[src/rtl/sp_div_udiv_26ns_14ns_12_seq.sv]
// Sequential unsigned divider, 26-bit dividend / 14-bit divisor -> 12-bit quotient, one bit per clock.
// Optional macro SP_DIV_REM_OUT_EN: when defined, rem carries the remainder; otherwise rem is tied to 0.
module sp_div_udiv_26ns_14ns_12_seq #(
  parameter int unsigned ID         = 32'd1,
  parameter int unsigned din0_WIDTH = 32'd26,
  parameter int unsigned din1_WIDTH = 32'd14,
  parameter int unsigned dout_WIDTH = 32'd12
) (
  input  logic                  ap_clk,
  input  logic                  ap_rst_n,
  input  logic [din0_WIDTH-1:0] din0,
  input  logic [din1_WIDTH-1:0] din1,
  input  logic                  in_vld,
  output logic                  in_rdy,
  output logic [dout_WIDTH-1:0] dout,
  output logic [din1_WIDTH-1:0] rem,
  output logic                  ovf,
  output logic                  out_vld,
  input  logic                  out_rdy
);

  typedef enum logic [1:0] {
    IDLE = 2'd0,
    CALC = 2'd1,
    DONE = 2'd2
  } state_t;

  localparam logic [3:0] LAST_STEP = 4'd11;

  state_t      state_reg, state_next;
  logic [3:0]  cnt_reg, cnt_next;

  logic [13:0] div_reg;
  logic [13:0] prem_reg;
  logic [11:0] quo_reg;

  logic [11:0] dout_reg;
  logic        ovf_reg;

  logic        ovf_cond;
  logic        step_en;
  logic        load_res;
  logic        load_ovf;

  logic [13:0] step_prem_in;
  logic [11:0] step_quo_in;
  logic [13:0] step_div_in;
  logic [14:0] step_trial;
  logic [13:0] step_diff;
  logic        step_qbit;
  logic [13:0] step_prem;
  logic [11:0] step_quo;

  // The high dividend half must be below the divisor for the quotient to fit; also catches din1 == 0.
  assign ovf_cond = (din0[25:12] >= din1);

  // One restoring step. The first step runs on the transfer edge straight from the operand inputs,
  // so the twelve steps end on the eleventh edge after the transfer.
  always_comb begin
    if (state_reg == IDLE) begin
      step_prem_in = din0[25:12];
      step_quo_in  = din0[11:0];
      step_div_in  = din1;
    end else begin
      step_prem_in = prem_reg;
      step_quo_in  = quo_reg;
      step_div_in  = div_reg;
    end
    step_trial = {step_prem_in, step_quo_in[11]};
    step_qbit  = (step_trial >= {1'b0, step_div_in});
    // The true difference is below the divisor, so 14-bit wraparound arithmetic is exact.
    step_diff  = step_trial[13:0] - step_div_in;
    step_prem  = step_qbit ? step_diff : step_trial[13:0];
    step_quo   = {step_quo_in[10:0], step_qbit};
  end

  always_comb begin
    state_next = state_reg;
    cnt_next   = cnt_reg;
    step_en    = 1'b0;
    load_res   = 1'b0;
    load_ovf   = 1'b0;
    in_rdy     = ap_rst_n && (state_reg == IDLE);
    out_vld    = (state_reg == DONE);
    case (state_reg)
      IDLE: begin
        if (in_vld) begin
          if (ovf_cond) begin
            state_next = DONE;
            load_ovf   = 1'b1;
          end else begin
            state_next = CALC;
            step_en    = 1'b1;
            cnt_next   = 4'd1;
          end
        end
      end
      CALC: begin
        step_en = 1'b1;
        if (cnt_reg == LAST_STEP) begin
          state_next = DONE;
          load_res   = 1'b1;
          cnt_next   = 4'd0;
        end else begin
          cnt_next = cnt_reg + 4'd1;
        end
      end
      DONE: begin
        if (out_rdy) begin
          state_next = IDLE;
        end
      end
      default: begin
        state_next = IDLE;
        cnt_next   = 4'd0;
      end
    endcase
  end

  always_ff @(posedge ap_clk) begin
    if (!ap_rst_n) begin
      state_reg <= IDLE;
      cnt_reg   <= 4'd0;
    end else begin
      state_reg <= state_next;
      cnt_reg   <= cnt_next;
    end
  end

  always_ff @(posedge ap_clk) begin
    if (!ap_rst_n) begin
      div_reg  <= '0;
      prem_reg <= '0;
      quo_reg  <= '0;
    end else if (step_en) begin
      if (state_reg == IDLE) begin
        div_reg <= din1;
      end
      prem_reg <= step_prem;
      quo_reg  <= step_quo;
    end
  end

  always_ff @(posedge ap_clk) begin
    if (!ap_rst_n) begin
      dout_reg <= '0;
      ovf_reg  <= 1'b0;
    end else if (load_ovf) begin
      dout_reg <= '1;
      ovf_reg  <= 1'b1;
    end else if (load_res) begin
      dout_reg <= step_quo;
      ovf_reg  <= 1'b0;
    end
  end

  assign dout = dout_reg;
  assign ovf  = ovf_reg;

`ifdef SP_DIV_REM_OUT_EN
  logic [13:0] rem_out_reg;

  always_ff @(posedge ap_clk) begin
    if (!ap_rst_n) begin
      rem_out_reg <= '0;
    end else if (load_ovf) begin
      rem_out_reg <= '0;
    end else if (load_res) begin
      rem_out_reg <= step_prem;
    end
  end

  assign rem = rem_out_reg;
`else
  assign rem = '0;
`endif

endmodule

[config.mk]
export PLATFORM = sky130hd
export DESIGN_NAME = sp_div_udiv_26ns_14ns_12_seq
export DESIGN_NICKNAME = d
export VERILOG_FILES = /design/src/rtl/sp_div_udiv_26ns_14ns_12_seq.sv
export SDC_FILE = /design/constraint.sdc
export NUM_CORES = 1
export LEC_CHECK = 0
export ABC_AREA = 1
export BUFFER_PORTS_ARGS = -buffer_cell sky130_fd_sc_hd__buf_2
export CORE_MARGIN = 4
export CORE_UTILIZATION = 25
export CTS_CLUSTER_SIZE = 30
export DETAILED_ROUTE_END_ITERATION = 10
export SYNTH_ARGS = -nofsm -noshare
export SYNTH_HDL_FRONTEND = slang
export SYNTH_SLANG_ARGS = --single-unit
[constraint.sdc]
create_clock -name ap_clk -period 3.36 [get_ports ap_clk]
set_input_delay 0.504 -clock ap_clk [delete_from_list [all_inputs] [get_ports ap_clk]]
set_output_delay 0.504 -clock ap_clk [all_outputs]
set_load 0.02 [all_outputs]
==> results.toml <==
[yosys]
netlist_area_mm2 = 0.00453
netlist_instances = 743
synth_commonest_cells = "nand2_1 (204), inv_1 (106), nor2_1 (104), dfxtp_1 (59), nand3_1 (45)"
synth-seq-cells = 59
ys_warn_count = 0
yosys.area.top_type_share = 0.261
ys_seq_area_frac = 0.261
synthArstFlopShare = 0
synth_edf_count = 0
ys.flop_type = "dfxtp_1"
synthTopCellsByArea = "dfxtp_1 (26%), nand2_1 (17%), inv_1 (8.8%)"
synth.distinct_cells = 36
syn_area_per_cell_um2 = 6.09
yosysTopAreaCell = "dfxtp_1"
yosysMostFrequentCell = "nand2_1"

[floorplan]
die_height_um = 143
start_util = 0.258
ios = 73
rows = 48
die_w_um = 143
fp.coreArea_mm2 = 0.0175
die_area_mm2 = 0.0203

[route]
wl_per_cell_um = 11.7
route.detailed.drc = 0
vias_per_cell = 4.35
drtIter0Drc = 198
first_pass_iters = 4
num_vias = 4430
wl_um = 12000
ant_nets = 0

[sta]
hold_violations = 0
finClkSkew_ns = 0.00741
min_period_over_period = 0.807
timing.setup.tns_ns = 0
slew_viol_final = 0
rsz0062_at_grt = "no"
setup_viol = 0
layout_setup_ws_ns = 0.649
worst_slew_pin_slew_ns = 0.800
slew_headroom = 0.466
finalCriticalPeriod_ns = 2.71
fmax_mhz = 369

[layout]
instances_no_fill = 1018
nets = 862
drive_gt1_frac = 0.129
nFillCells = 1981
diodes = 0
areaGrowthSynthToFinish_pct = 16.4

[clock_tree]
post_cts_buffers = 0
cts_tree = "done"
cts_hold_buffers = 0
clock_path_buffers = 2
cts.clk_slew.worst_paths_ns = 0.05
insertion_delay_ns = 0.33
numCtsBuffers = 9
clock-sinks = 59
htreeDepth = 3
root_buffer = "clkbuf_16"
ctsResizeCount = 0

[placement]
place_congestion = 0.883
portBuffers = 58
pre_cts_ws_ns = 0.591
dpl.cell_count = 1002
dp_hpwl_um = 8810

[setup_path]
arrival_ns = 2.94
worstSetupPathType = "reg2reg"
start_kind = "register"
end_kind = "register"
required_ns = 3.59
path_max_fanout = 72

[global_routing]
antenna_found_initial = 1
grt_pass1_wl_um = 19900
grt_remaining_overflow = 0
grt_max_degree = 73
grt_usage = 0.119
grt_pass1_vias = 4219

[job]
maxCapViolCount = 0

[power]
vdd_drop_max_v = 0.000265
power_density_mw_per_mm2 = 596
power.total_mw = 3.14
p_leak_nw = 2.87

[run_status]
status = "finished, final reports clean"

[min_path]
hold_path.class = "reg2reg"
worst paths after layout:
path | startpoint | to | slack [ns] | cells past startpoint
max | state_reg[0] | prem_reg[2] | 0.65 | 15
min | ovf | ovf | 0.47 | 2
max reg2reg | state_reg[0] | prem_reg[2] | 0.65 | 15
min reg2reg | ovf | ovf | 0.47 | 2
worst max-delay path, stage by stage (launching register included):
cell	delay [ns]
dfxtp_1	0.41
nor2_4	0.05
buf_12	0.19
o21ai_0	0.34
ha_1	0.37
nand2_1	0.14
nor2_1	0.07
and2_1	0.15
nand2_1	0.10
nand3_2	0.11
nand2_4	0.19
nand2_4	0.16
nand2_1	0.11
nand2_1	0.06
nor2_1	0.11
nor2_1	0.05
through the flow:
stage / hold slack [ns] / area, um^2 / util
5_1_grt: 0.487 / 5270 / 0.300
6_report: 0.471 / 5270 / 0.300
4_1_cts: 0.474 / 5270 / 0.300
3_5_place_dp: 0.466 / 4960 / 0.283
3_3_place_gp: 0.458 / 4960 / 0.283
2_1_floorplan: 0.454 / 4570 / -
layout make-up:
cell class,count,area (um^2),share of cell area
Multi-Input combinational cell,542,2710,0.515
Sequential cell,59,1180,0.224
Inverter,109,409,0.0777
Timing Repair Buffer,67,370,0.0703
Tap cell,225,282,0.0535
Clock buffer,11,233,0.0442
Clock inverter,5,77.6,0.0147
power by group:
| part | switching [mW] | internal (mW) |
|---|---|---|
| clock | 0.331 | 0.646 |
| combinational | 0.837 | 0.470 |
| sequential | 0.0440 | 0.812 |
| total | 1.21 | 1.93 |
routing by layer:
layer | up-vias | routed length [um] | GRT usage | share of wire
met3 | 4 | 566 | 0.0198 | 0.047
met2 | 93 | 5820 | 0.209 | 0.49
met1 | 1957 | 5490 | 0.150 | 0.46
met4 | 0 | 86 | 0.0325 | 0.0072
li1 | 2376 | - | - | -
met5 | - | 0 | 0 | 0
layout by cell type (no fill, tap or decap), drive strengths merged, types with 14 or more instances in the layout:
master / n
o21ai: 53
ha: 29
dfxtp: 59
nand3b: 27
conb: 14
inv: 108
nand2: 206
nor2: 106
nand3: 46
buf: 67
a21oi: 30
kinds of logic (layout without fill, tap and decap cells):
kind of cell | Yosys count | after routing | synth area share
simple gates | 404 | 404 | 0.388
buf+inv | 155 | 192 | 0.150
compound gates | 86 | 86 | 0.0995
flops | 59 | 59 | 0.261
fa+ha+maj | 30 | 30 | 0.0846
xor+xnor | 7 | 7 | 0.0135
other cells | 1 | 14 | 0.000829
mux | 1 | 1 | 0.00221
Power figures use the tool's default switching activity.
